--- src/rtl/ac_compressor_driver.sv ---
// rtl/ac_compressor_driver.sv - sequenced compressor/condenser-fan driver for the ac_cool request
// Optional build macro: AC_RUNTIME_COUNTER_EN (enables the saturating run_time counter)
module ac_compressor_driver #(
  parameter int MIN_ON_CYCLES   = 8,
  parameter int MIN_OFF_CYCLES  = 12,
  parameter int FAN_LEAD_CYCLES = 3,
  parameter int FAN_TAIL_CYCLES = 5,
  parameter int CNT_W           = 8
) (
  input  logic        clk,
  input  logic        reset,
  input  logic        ac_cool,
  input  logic        fault,
  output logic        compressor_on,
  output logic        fan_on,
  output logic        lockout,
  output logic [2:0]  state,
  output logic [15:0] run_time
);

  typedef enum logic [2:0] {
    IDLE     = 3'd0,
    FAN_LEAD = 3'd1,
    RUN      = 3'd2,
    FAN_TAIL = 3'd3,
    LOCKOUT  = 3'd4
  } state_t;

  localparam logic [CNT_W-1:0] ON_N   = CNT_W'(MIN_ON_CYCLES);
  localparam logic [CNT_W-1:0] OFF_N  = CNT_W'(MIN_OFF_CYCLES);
  localparam logic [CNT_W-1:0] LEAD_N = CNT_W'(FAN_LEAD_CYCLES);
  localparam logic [CNT_W-1:0] TAIL_N = CNT_W'(FAN_TAIL_CYCLES);
  localparam logic [CNT_W-1:0] ONE    = CNT_W'(1);

  state_t           cur;
  state_t           nxt;
  logic [CNT_W-1:0] cnt;
  logic [CNT_W-1:0] nxt_cnt;

  assign state = cur;

  // Next state and dwell counter; a dwell of N leaves on the edge where the counter reads 1
  always_comb begin
    nxt     = cur;
    nxt_cnt = cnt - ONE;
    case (cur)
      IDLE: begin
        nxt_cnt = cnt;
        if (ac_cool && !fault) begin
          nxt     = FAN_LEAD;
          nxt_cnt = LEAD_N;
        end
      end
      FAN_LEAD: begin
        if (fault || !ac_cool) begin
          nxt     = IDLE;
          nxt_cnt = '0;
        end else if (cnt == ONE) begin
          nxt     = RUN;
          nxt_cnt = ON_N;
        end
      end
      RUN: begin
        // Counter parks at 0 once the minimum on-time is served; fault cuts it short
        if (fault || ((cnt <= ONE) && !ac_cool)) begin
          nxt     = FAN_TAIL;
          nxt_cnt = TAIL_N;
        end else if (cnt == '0) begin
          nxt_cnt = '0;
        end
      end
      FAN_TAIL: begin
        if (cnt == ONE) begin
          nxt     = LOCKOUT;
          nxt_cnt = OFF_N;
        end
      end
      LOCKOUT: begin
        if (cnt == ONE) begin
          nxt     = IDLE;
          nxt_cnt = '0;
        end
      end
      default: begin
        nxt     = LOCKOUT;
        nxt_cnt = OFF_N;
      end
    endcase
  end

  // State, dwell counter and drive outputs registered together from the next state
  always_ff @(posedge clk or posedge reset) begin
    if (reset) begin
      cur           <= LOCKOUT;
      cnt           <= OFF_N;
      compressor_on <= 1'b0;
      fan_on        <= 1'b0;
      lockout       <= 1'b1;
    end else begin
      cur           <= nxt;
      cnt           <= nxt_cnt;
      compressor_on <= (nxt == RUN);
      fan_on        <= (nxt == FAN_LEAD) || (nxt == RUN) || (nxt == FAN_TAIL);
      lockout       <= (nxt == LOCKOUT);
    end
  end

`ifdef AC_RUNTIME_COUNTER_EN
  logic [15:0] rt_cnt;

  // Accumulate compressor-on edges, holding at full scale
  always_ff @(posedge clk or posedge reset) begin
    if (reset) begin
      rt_cnt <= 16'h0000;
    end else if (compressor_on && (rt_cnt != 16'hFFFF)) begin
      rt_cnt <= rt_cnt + 16'd1;
    end
  end

  assign run_time = rt_cnt;
`else
  assign run_time = 16'h0000;
`endif

endmodule

--- config.mk ---
export PLATFORM = sky130hd
export DESIGN_NAME = ac_compressor_driver
export DESIGN_NICKNAME = d
export VERILOG_FILES = /design/src/rtl/ac_compressor_driver.sv
export SDC_FILE = /design/constraint.sdc
export NUM_CORES = 1
export LEC_CHECK = 0
export ABC_AREA = 0
export CAP_MARGIN = 40
export CORE_MARGIN = 3
export CORE_UTILIZATION = 35
export CTS_CLUSTER_DIAMETER = 60
export DETAILED_ROUTE_END_ITERATION = 8
export GPL_ROUTABILITY_DRIVEN = 0
export GPL_TIMING_DRIVEN = 0
export PLACE_DENSITY = 0.67
export SYNTH_ARGS = -nofsm -noshare
export SYNTH_HDL_FRONTEND = slang
export SYNTH_SLANG_ARGS = --single-unit
--- constraint.sdc ---
create_clock -name clk -period 2.3 [get_ports clk]
set_clock_uncertainty 0.2 [all_clocks]
set_input_delay 0.46 -clock clk [delete_from_list [all_inputs] [get_ports clk]]
set_output_delay 0.46 -clock clk [all_outputs]
set_load 0.03 [all_outputs]
==> results.tsv <==
stage	metric	value	unit
status	status	completed	
synthesis	Top FF cell, synth	dfrtp_1	
finish	Antenna Cells	0	
synthesis	register area share after synthesis	0.3128	
sta	Final Hold Viols	0	
sta	Worst-Margin Slew	0.5398	ns
critical_path	CP max stage delay	0.46	ns
global_route	GR Overflow Total	0	
floorplanning	Ports	26	
route	drt pass-1 iters	4	
power_and_ir_drop	Power Dens Cells	1093	mW/mm²
sta	WHS	0.3125	ns
run	max cap viols	0	
synthesis	syn avg cell area	8.057	µm²
clock_network	number of setup buffers added after CTS	0	
floorplanning	FP Rows	20	
power_and_ir_drop	Reg power frac	0.309	
sta	final setup TNS	0	ns
critical_path	CP endpoint kind	register	
synthesis	Cells after Synth	141	
global_route	antenna violations before repair	0	
critical_path	CP arrival	2.23	ns
finish	share of layout cells above drive strength 1	0.2012	
route	drt via density	4.995	
critical_path	Crit Path Max Fanout	6	
route	DR iter-0 viols	30	
power_and_ir_drop	sw frac	0.4713	
critical_path	cell family with most CP delay	simple AND/OR/NAND/NOR gates	
sta	final cycle utilization of the critical path	0.9683	
placed_design	Post-DP HPWL	1999	µm
finish	Area growth, synth to finish	22.14	%
synthesis	mapped cell area	0.001136	mm²
clock_network	H-Tree Depth	1	
sta	Slew Viols, Final	0	
critical_path	WP buf/inv	0	
route	Post-DRT Antenna Nets	0	
power_and_ir_drop	P_int	802.0	µW
sta	Setup Viol. Count Final	0	
synthesis	Netlist cell types	43	
power_and_ir_drop	Pleak	0.0006151	µW
global_route	vias in the first global route	964	
power_and_ir_drop	Clock power frac	0.120	
finish	Layout Utilization	0.4508	
critical_path	CP Launch Type	register	
sta	Max Fclk	0.4490	GHz
floorplanning	Die W	62.98	µm
critical_path	CP cell instances	nor4_4 -> and3_1 -> nand2_1 -> or3_1 -> a211oi_2	
synthesis	flops & latches, synth	14	
synthesis	share of the synthesized area in the top cell type	0.2203	
critical_path	CP Class	reg -> reg	
synthesis	ys async rst share	1.000	
route	vias	1064	
global_route	GR Util All Layers	0.1338	
finish	final-stage net count	177	
synthesis	Synth area leaders	dfrtp_1 22%, buf_4 11%, dfstp_2 9.3%	
clock_network	CTS tree	done	
floorplanning	DIE HEIGHT	62.98	µm
synthesis	Ys Warns	0	
power_and_ir_drop	Max IR drop VDD	0.0003312	V
route	Remaining DRCs	0	
placed_design	Buffers on Ports	9	
clock_network	Sink Count	14	
min_path	Hold Path Class	in -> async	
power_and_ir_drop	Psw	714.9	µW
global_route	wire length of the first global-routing pass	4278	µm
clock_network	worst skew pair latency	0.28	ns
floorplanning	Die ar.	0.003966	mm²
clock_network	total CTS buffers	3	
route	WL/cell	12.32	µm
power_and_ir_drop	Combinational Power Share	0.572	
synthesis	Yosys top cell by area	dfrtp_1	
route	final WL	2625	µm
clock_network	Reg clk slew, reported paths	0.09	ns
clock_network	CTS root buf	clkbuf_4	
global_route	largest net degree at the start of global routing	15	
sta	post-route minimum period	2.227	ns
floorplanning	Core Area	0.003078	mm²
sta	RSZ-0062 raised after global routing	no	
synthesis	EDFF count, synth	0	
critical_path	critical path required time	2.30	ns
sta	Worst slew margin	0.6374	
clock_network	CTS max path bufs	2	
floorplanning	Initial Util	0.3691	
critical_path	crit path max-delay cell type	dfrtp_1	
==> power groups by stage <==
stage	clock network, µW	registers, µW	logic [µW]
3_3_place_gp	0	469	825
6_report	182	468	867
3_5_place_dp	0	472	842
4_1_cts	190	467	846
2_1_floorplan	0	497	614
5_1_grt	202	478	964
==> logic make-up after synthesis <==
kind of cell | Yosys count | synth area share
buffers and inverters | 29 | 0.1498
other | 1 | 0.003301
adder cells (fa/ha/maj) | 3 | 0.03304
XOR/XNOR | 1 | 0.007711
AO/OA/AOI/OAI | 39 | 0.2379
AND/OR/NAND/NOR | 54 | 0.2555
flip-flops | 14 | 0.3128
==> stage by stage <==
| stage | area (µm²) | cells | total power (µW) | worst slack, ns |
|---|---|---|---|---|
| floorplan | 1192 | 156 | 1110 | 0.2597 |
| global placement | 1338 | 209 | 1295 | -0.1431 |
| detailed placement | 1338 | 209 | 1314 | -0.1554 |
| CTS | 1374 | 213 | 1503 | 0.09270 |
| global route | 1388 | 213 | 1644 | 0.01218 |
| finish | 1388 | 213 | 1517 | 0.07282 |
==> worst paths after layout <==
check,slack [ns],start,to,cells after the start
setup / recovery,0.07,cnt[4],compressor_on,5
hold / removal,0.31,reset,cnt[0],2
setup reg to reg,0.07,cnt[4],compressor_on,5
hold reg to reg,0.34,cnt[7],cnt[7],2
max in group asynchronous,1.21,reset,lockout,2
min in group clk,0.34,cnt[7],cnt[7],2
==> placed cells by master (no fill, tap or decap), drive strengths merged <==
| cell | instances |
|---|---|
| inv | 7 |
| dfstp | 4 |
| and2 | 4 |
| o22ai | 5 |
| nor4b | 2 |
| o32a | 2 |
| nor2 | 13 |
| nor2b | 2 |
| or4 | 2 |
| nand3 | 3 |
| dfrtp | 10 |
| or2 | 1 |
| ha | 3 |
| a31o | 1 |
| a41oi | 1 |
| or3b | 1 |
| a211oi | 3 |
| clkdlybuf4s50 | 9 |
| nor4 | 1 |
| nand2 | 16 |
| nor3 | 5 |
| o21ba | 1 |
| o21a | 1 |
| clkbuf | 8 |
| a211o | 1 |
| a21oi | 8 |
| conb | 16 |
| nand2b | 1 |
| and3 | 2 |
| or3 | 1 |
| a22oi | 1 |
| a31oi | 1 |
| xor2 | 1 |
| o221ai | 1 |
| o211ai | 5 |
| buf | 18 |
| o21ai | 7 |
| o31ai | 1 |
==> sequential cells by signal, indices dropped and copies added, names as in the netlist <==
| register | cells |
|---|---|
| compressor_on | 1 |
| state | 3 |
| lockout | 1 |
| cnt | 8 |
| fan_on | 1 |
==> layer usage <==
metal / global-route usage / vias to the layer above / part of all wire
li1: - / 529 / -
met1: 0.1539 / 492 / 0.41
met2: 0.2464 / 38 / 0.52
met3: 0.01439 / 5 / 0.057
met4: 0.05785 / 0 / 0.014
met5: 0 / - / 0
==> worst register-to-register path, delay by kind of cell, from the launching register on <==
kind | cells | cell delay, ns
AO/OA/AOI/OAI | 1 | 0.22
AND/OR/NAND/NOR | 4 | 1.27
flip-flops | 1 | 0.46
==> layout make-up <==
class                      count  area [µm²]
timing repair buffer           9       90.09
clock buffer                   4       36.28
sequential                    14       355.3
buffer                        22       145.1
fill                         306        1690
tap                           44       55.05
inverter                       7       26.28
multi-input combinational    113       679.4
==> what timing repair did <==
item	in CTS	in global routing
hold buffers	0	0
setup endpoints to repair	0	4
resized for setup	0	4
==> cells in the mapped netlist, types with 2 or more instances <==
library cell   n
buf_4         16
dfstp_2        4
nor2b_1        2
o211ai_1       4
ha_1           3
dfrtp_1       10
a21oi_1        8
o32a_1         2
and2_1         4
o22ai_1        5
o21ai_0        7
nor2_1        13
and3_1         2
nand2_1       16
a211oi_1       2
nor3_1         5
clkbuf_1       4
nand3_1        3
inv_1          7
Note: power is estimated with default switching activity, not from simulation.
